### src/rtl/shift_arbiter_pkg.sv
// rtl/shift_arbiter_pkg.sv - shared constants for the two-port shifter arbiter
package shift_arbiter_pkg;
   localparam logic SH_LEFT  = 1'b0;
   localparam logic SH_RIGHT = 1'b1;
   localparam logic PORT_A   = 1'b0;
   localparam logic PORT_B   = 1'b1;
   localparam int   DATA_W_DFLT = 32;
   localparam int   AMT_W_DFLT  = 5;
endpackage

### src/rtl/barrel_shifter.sv
// rtl/barrel_shifter.sv - 32-bit barrel shifter, arithmetic right or logical left
module Barrel_Shifter
   import shift_arbiter_pkg::*;
#(
   parameter int DATA_W = DATA_W_DFLT,
   parameter int AMT_W  = AMT_W_DFLT
)(
   input  logic              SH_DIR,
   input  logic [AMT_W-1:0]  SH_AMT,
   input  logic [DATA_W-1:0] D_IN,
   output logic [DATA_W-1:0] D_OUT
);
   logic [DATA_W-1:0] w_right;
   logic [DATA_W-1:0] w_left;

   assign w_right = DATA_W'($signed(D_IN) >>> SH_AMT);
   assign w_left  = D_IN << SH_AMT;
   assign D_OUT   = (SH_DIR == SH_RIGHT) ? w_right : w_left;
endmodule

### src/rtl/shift_arbiter.sv
// rtl/shift_arbiter.sv - round-robin arbiter sharing one barrel shifter between ports A and B
module shift_arbiter
   import shift_arbiter_pkg::*;
#(
   parameter int DATA_W = DATA_W_DFLT,
   parameter int AMT_W  = AMT_W_DFLT
)(
   input  logic              Clk,
   input  logic              Rst,
   input  logic              A_VALID,
   output logic              A_READY,
   input  logic              A_DIR,
   input  logic [AMT_W-1:0]  A_AMT,
   input  logic [DATA_W-1:0] A_DATA,
   output logic              A_RVALID,
   input  logic              A_RREADY,
   output logic [DATA_W-1:0] A_RDATA,
   input  logic              B_VALID,
   output logic              B_READY,
   input  logic              B_DIR,
   input  logic [AMT_W-1:0]  B_AMT,
   input  logic [DATA_W-1:0] B_DATA,
   output logic              B_RVALID,
   input  logic              B_RREADY,
   output logic [DATA_W-1:0] B_RDATA,
   output logic              LAST_GNT
);
   logic              r_last_gnt;
   logic              w_elig_a;
   logic              w_elig_b;
   logic              w_gnt_a;
   logic              w_gnt_b;
   logic              w_sh_dir;
   logic [AMT_W-1:0]  w_sh_amt;
   logic [DATA_W-1:0] w_sh_in;
   logic [DATA_W-1:0] w_sh_out;
   logic [1:0]        w_gnt;
   logic [1:0]        w_rready;

   // A port may be granted only if its result slot is free or being drained now.
   assign w_elig_a = A_VALID && (!A_RVALID || A_RREADY);
   assign w_elig_b = B_VALID && (!B_RVALID || B_RREADY);

   always_comb begin
      w_gnt_a = 1'b0;
      w_gnt_b = 1'b0;
      if (!Rst) begin
         if (w_elig_a && (!w_elig_b || r_last_gnt == PORT_B)) begin
            w_gnt_a = 1'b1;
         end else if (w_elig_b) begin
            w_gnt_b = 1'b1;
         end
      end
   end

   assign A_READY  = w_gnt_a;
   assign B_READY  = w_gnt_b;
   assign w_sh_dir = w_gnt_b ? B_DIR  : A_DIR;
   assign w_sh_amt = w_gnt_b ? B_AMT  : A_AMT;
   assign w_sh_in  = w_gnt_b ? B_DATA : A_DATA;

   Barrel_Shifter #(
      .DATA_W (DATA_W),
      .AMT_W  (AMT_W)
   ) u_shifter (
      .SH_DIR (w_sh_dir),
      .SH_AMT (w_sh_amt),
      .D_IN   (w_sh_in),
      .D_OUT  (w_sh_out)
   );

   always_ff @(posedge Clk or posedge Rst) begin
      if (Rst) begin
         r_last_gnt <= PORT_B;
      end else if (w_gnt_a) begin
         r_last_gnt <= PORT_A;
      end else if (w_gnt_b) begin
         r_last_gnt <= PORT_B;
      end
   end

   assign w_gnt    = {w_gnt_b, w_gnt_a};
   assign w_rready = {B_RREADY, A_RREADY};

   for (genvar g = 0; g < 2; g++) begin : g_slot
      logic              r_rvalid;
      logic [DATA_W-1:0] r_rdata;

      // A grant wins over a drain so a same-cycle drain+grant keeps the slot full.
      always_ff @(posedge Clk or posedge Rst) begin
         if (Rst) begin
            r_rvalid <= 1'b0;
            r_rdata  <= '0;
         end else if (w_gnt[g]) begin
            r_rvalid <= 1'b1;
            r_rdata  <= w_sh_out;
         end else if (r_rvalid && w_rready[g]) begin
            r_rvalid <= 1'b0;
         end
      end
   end

   assign A_RVALID = g_slot[0].r_rvalid;
   assign A_RDATA  = g_slot[0].r_rdata;
   assign B_RVALID = g_slot[1].r_rvalid;
   assign B_RDATA  = g_slot[1].r_rdata;
   assign LAST_GNT = r_last_gnt;
endmodule

### config.mk
export PLATFORM = sky130hd
export DESIGN_NAME = shift_arbiter
export DESIGN_NICKNAME = d
export VERILOG_FILES = /design/src/rtl/shift_arbiter_pkg.sv /design/src/rtl/barrel_shifter.sv /design/src/rtl/shift_arbiter.sv
export SDC_FILE = /design/constraint.sdc
export NUM_CORES = 1
export LEC_CHECK = 0
export ABC_AREA = 1
export BUFFER_PORTS_ARGS = -buffer_cell sky130_fd_sc_hd__buf_4
export CAP_MARGIN = 20
export CORE_ASPECT_RATIO = 0.5
export CORE_MARGIN = 4
export CORE_UTILIZATION = 57
export CTS_BUF_LIST = sky130_fd_sc_hd__clkbuf_8
export DETAILED_ROUTE_END_ITERATION = 12
export GPL_TIMING_DRIVEN = 0
export PLACE_DENSITY = 0.9
export SKIP_LAST_GASP = 1
export SYNTH_ARGS = -nofsm -noshare
export SYNTH_HDL_FRONTEND = slang
export SYNTH_SLANG_ARGS = --single-unit
### constraint.sdc
create_clock -name Clk -period 2.4 [get_ports Clk]
set_input_delay 0.36 -clock Clk [delete_from_list [all_inputs] [get_ports Clk]]
set_output_delay 0.36 -clock Clk [all_outputs]
set_load 0.1 [all_outputs]
==> flow_metrics.tcl, run 1 <==
set metrics [dict create \
    status "did not finish" \
    lastStage "5_1_grt" \
    error "[ERROR GRT-0232] Routing congestion too high. Check the congestion heatmap in the GUI." \
    die_y_microns 83.72 \
    syn_nets 1257 \
    yosys.area.top_type "nand2_1" \
    grt-worst-endpoint "A_RDATA[14]$_DFFE_PP0P_/D" \
    dp_hpwl_microns 20740 \
    clkSinkCount 67 \
    synth_ff_type "dfrtp_1" \
    yosys.area.top_type_share_pct 34.40 \
    htree_levels 3 \
    ios 151 \
    initial_utilization_pct 58.99 \
    yosys_warnings 0 \
    port-buffer-count 150 \
    seq_area_frac_synth_pct 25.67 \
    grt_start_max_net_pins 40 \
    yosysUniqueCellTypes 29 \
    cts_inserted_buffers 9 \
    synth_area_leaders "nand2_1 (34%), nand3_1 (28%), dfrtp_1 (25%)" \
    die_w_microns 159.4 \
    syn_avg_cell_area_sq_um 5.563 \
    dpl.cell_count 1471 \
    syn_area_sq_um 6536 \
    hold_buffers 0 \
    gp_congestion 1.245 \
    num_rows 27 \
    synth-seq-cells 67 \
    async_reset_ff_share_pct 100.0 \
    syn_inst 1175 \
    grt.overflow.total 5 \
    root_buffer "clkbuf_8" \
    worstEpCategory "register data pin" \
    clk_path_buf_depth 2 \
    synth_edf_count 0 \
    grt_use_total_pct 77.10 \
]
[Yosys cell counts (2+ instances only)]
cell	instances
nand3_1	360
clkbuf_1	20
buf_1	8
nand2_1	599
clkinv_1	3
buf_4	12
nand2_2	9
inv_1	26
or2_1	3
nand4_1	6
inv_2	3
o21ai_4	3
buf_2	36
inv_4	2
nor2_1	5
o21ai_0	2
dfrtp_1	66
[kinds of logic after synthesis]
kind of cell / synth area share (%)
buffers and inverters: 7.944
flip-flops: 25.67
AO/OA/AOI/OAI: 1.397
AND/OR/NAND/NOR: 64.99
[per-stage QoR]
stage / TNS, ns / setup WS, ns / util [%] / area, sq um
after floorplan: -0.03360 / -0.006358 / - / 6608
after global placement: -40.69 / -0.5421 / 71.43 / 7915
after CTS: -3.956 / -0.08818 / 82.72 / 9166
after detailed placement: -19.76 / -0.3868 / 71.61 / 7935
[layer usage]
layer  track usage, %  GRT overflow
met1            78.94             1
met2            86.84             1
met3            71.68             0
met4            66.77             3
met5            50.38             0
[repair_timing]
item,CTS
gates cloned,9
gates resized for setup,206
endpoints found under the hold margin,0
endpoints found under the setup margin,67
buffers inserted,24
pin swaps,23
==> run 2: changes to the inputs <==
--- a/config.mk
+++ b/config.mk
@@ -8,13 +8,11 @@
 export ABC_AREA = 1
 export BUFFER_PORTS_ARGS = -buffer_cell sky130_fd_sc_hd__buf_4
 export CAP_MARGIN = 20
-export CORE_ASPECT_RATIO = 0.5
 export CORE_MARGIN = 4
-export CORE_UTILIZATION = 57
-export CTS_BUF_LIST = sky130_fd_sc_hd__clkbuf_8
+export CORE_UTILIZATION = 40
 export DETAILED_ROUTE_END_ITERATION = 12
 export GPL_TIMING_DRIVEN = 0
-export PLACE_DENSITY = 0.9
+export PLACE_DENSITY_LB_ADDON = 0.15
 export SKIP_LAST_GASP = 1
 export SYNTH_ARGS = -nofsm -noshare
 export SYNTH_HDL_FRONTEND = slang
==> run 2 against run 1 <==
The flow now finishes, with violations (negative setup slack). Synthesized area unchanged. Synthesized cell count unchanged.
==> flow_metrics.tcl, run 2 <==
set metrics [dict create \
    yosys.area.top_type_share_pct 34.40 \
    final_common_cell "nand2_1" \
    synth_edf_count 0 \
    hold_viol_final 0 \
    crit_start "LAST_GNT" \
    p_per_area_nw_per_um2 862.4 \
    viasPerCell 5.870 \
    wl_met3_microns 3484 \
    grt_use_total_pct 33.09 \
    synth.most_common_cell "nand2_1" \
    clk_latency_ns 0.35 \
    slew_headroom_pct 60.81 \
    cts_inserted_buffers 9 \
    drt-total-wl_microns 32680 \
    slew_viol_final 0 \
    hp-class "input port to asynchronous set/reset pin" \
    synth_area_leaders "nand2_1 (34%), nand3_1 (28%), dfrtp_1 (25%)" \
    root_buffer "clkbuf_16" \
    place_ws_ns -0.5003 \
    grt_start_max_net_pins 44 \
    synthMuxAreaShare_pct 0 \
    fmax_mhz 379.3 \
    routed.top_layer "met4" \
    seq_area_frac_synth_pct 25.67 \
    synth_compound_area_share_pct 1.397 \
    nets 1468 \
    ir_drop_v 0.0008340 \
    antenna_found_initial 0 \
    crit_end "A_RDATA[12]" \
    die_y_microns 135.8 \
    setup_viol 66 \
    synth_ff_type "dfrtp_1" \
    wl_met1_microns 13110 \
    initial_utilization_pct 41.00 \
    worst_slack_ns -0.2364 \
    port-buffer-count 150 \
    fin_area_sq_um 10470 \
    tightestPinTransition_ns 0.5879 \
    synth.cells.most_frequent "nand2_1 (599), nand3_1 (360), dfrtp_1 (66), buf_2 (36), inv_1 (26)" \
    htree_levels 3 \
    violations "negative setup slack" \
    yosys.area.top_type "nand2_1" \
    yosys_warnings 0 \
    antennaDiodeCount 0 \
    ios 151 \
    syn_inst 1175 \
    maxCapViolations 0 \
    reg2reg_from "LAST_GNT" \
    yosysUniqueCellTypes 29 \
    core_sq_um 15940 \
    drc 0 \
    grt.overflow.total 0 \
    met2_length_microns 14100 \
    r2r_cells 16 \
    wl_per_cell_microns 20.34 \
    fin_crit_sh_pct 109.9 \
    syn_area_sq_um 6536 \
    areaGrowthSynthToFinish_pct 60.24 \
    synth_xor_area_share_pct 0 \
    fin_worst_skew_ns 0.01009 \
    clkSinkCount 67 \
    place_area_sq_um 8024 \
    clkTransAtPathRegs_ns 0.06 \
    dieArea_sq_um 18450 \
    first_pass_iters 10 \
    status "complete, but fails checks" \
    drtAntennaViolNets 0 \
    gp_congestion 1.035 \
    routed-via-count 9433 \
    cts_tree "yes" \
    synth-seq-cells 67 \
    fin_crit_ns 2.636 \
    die_w_microns 135.8 \
    critPathRequiredTime_ns 2.68 \
    drive_gt1_share_pct 45.00 \
    p_leak_nw 5.651 \
    r2r_end "A_RDATA[12]" \
    critPathLaunchType "flop" \
    most-common-layout-cells "nand2_1 (455), nand3_1 (209), buf_4 (194), nand3_2 (146), nand2_2 (124)" \
    grt_pass1_vias 8593 \
    rrSetupSlack_ns -0.24 \
    syn_avg_cell_area_sq_um 5.563 \
    drt_first_iter_violations 1337 \
    critPathCaptureType "flop" \
    syn_nets 1257 \
    synthSimpleGateAreaFrac_pct 64.99 \
    rsz0062_at_grt "true" \
    hold_buffers 0 \
    async_reset_ff_share_pct 100.0 \
    worstPathMaxFanout 10 \
    synth_top_family_by_area "simple AND/OR/NAND/NOR gates" \
    cp_data_arrival_time_ns 2.92 \
    dp_hpwl_microns 23600 \
    critPathKind "flop to flop" \
    num_rows 46 \
    synthAdderAreaFrac_pct 0 \
    clk_path_buf_depth 2 \
    grt_pass1_wl_microns 46830 \
]
## run 2: cell counts after synthesis
No cell type changed its count.
## run 2: report_power, final
group	switching (W)	total [W]	internal, W
logic	0.00456	0.00610	0.00155
clock network	0.000568	0.00130	0.000728
registers	0.000181	0.00163	0.00145
total	0.00531	0.00903	0.00373
## run 2: area by class of cell
cell class / instances / area (sq um)
Buffer: 77 / 715.7
Clock buffer: 9 / 225.2
Clock inverter: 7 / 67.56
Fill cell: 1496 / 5469
Inverter: 34 / 135.1
Multi-Input combinational cell: 1000 / 5724
Sequential cell: 67 / 1684
Tap cell: 216 / 270.3
Timing Repair Buffer: 197 / 1652
## run 2: worst min path at each step
stage / from / end / cells past startpoint
2_1_floorplan: A_RREADY / A_RVALID / 3
3_5_place_dp: A_RDATA[25] / A_RDATA[25] / 2
6_report: Rst / B_RVALID / 2
5_1_grt: Rst / A_RDATA[11] / 2
3_3_place_gp: B_RDATA[4] / B_RDATA[4] / 2
4_1_cts: Rst / B_RDATA[11] / 2
## run 2: repair_timing
action	4_1_cts	5_1_grt
buffers inserted	25	10
pin swaps	20	50
resized for setup	198	271
cloned	9	6
setup endpoints to repair	68	67
## run 2: cell families (layout without fill, tap and decap cells)
group           Yosys count  count (layout)
buf+inv                 111             324
flops                    67              67
simple gates            988             989
compound gates            9              11
## run 2: layer usage
metal,GRT usage [%],vias up
met1,44.47,4352
met2,50.22,653
li1,-,4274
met3,7.624,154
met4,16.01,0
met5,0,-
## run 2: through the flow
step / instances / TNS, ns / hold WS, ns / power, W / util [%]
floorplan: 1175 / -0.03360 / 0.5030 / 0.005559 / -
global route: 1607 / -18.52 / 0.1649 / 0.009387 / 65.70
finish: 1607 / -11.60 / 0.1166 / 0.009032 / 65.70
global placement: 1541 / -61.95 / 0.4645 / 0.006881 / 50.20
detailed placement: 1542 / -26.68 / 0.4668 / 0.006891 / 50.33
CTS: 1592 / -6.808 / 0.1274 / 0.008539 / 58.27
## run 2: critical path, cell delays in order, from the launching register on
cell and delay [ns]:
dfstp_4 0.63, inv_2 0.04, nand3_2 0.08, nand2_4 0.11, nand2_4 0.13, inv_2 0.04
or2_4 0.27, o21ai_4 0.14, buf_4 0.31, nand3_1 0.15, nand2_2 0.12, nand2_1 0.06
nand3_1 0.12, nand3_2 0.12, nand2_2 0.13, nand2_1 0.06, nand2_1 0.07
No activity file was read; power rests on OpenSTA's default activity.
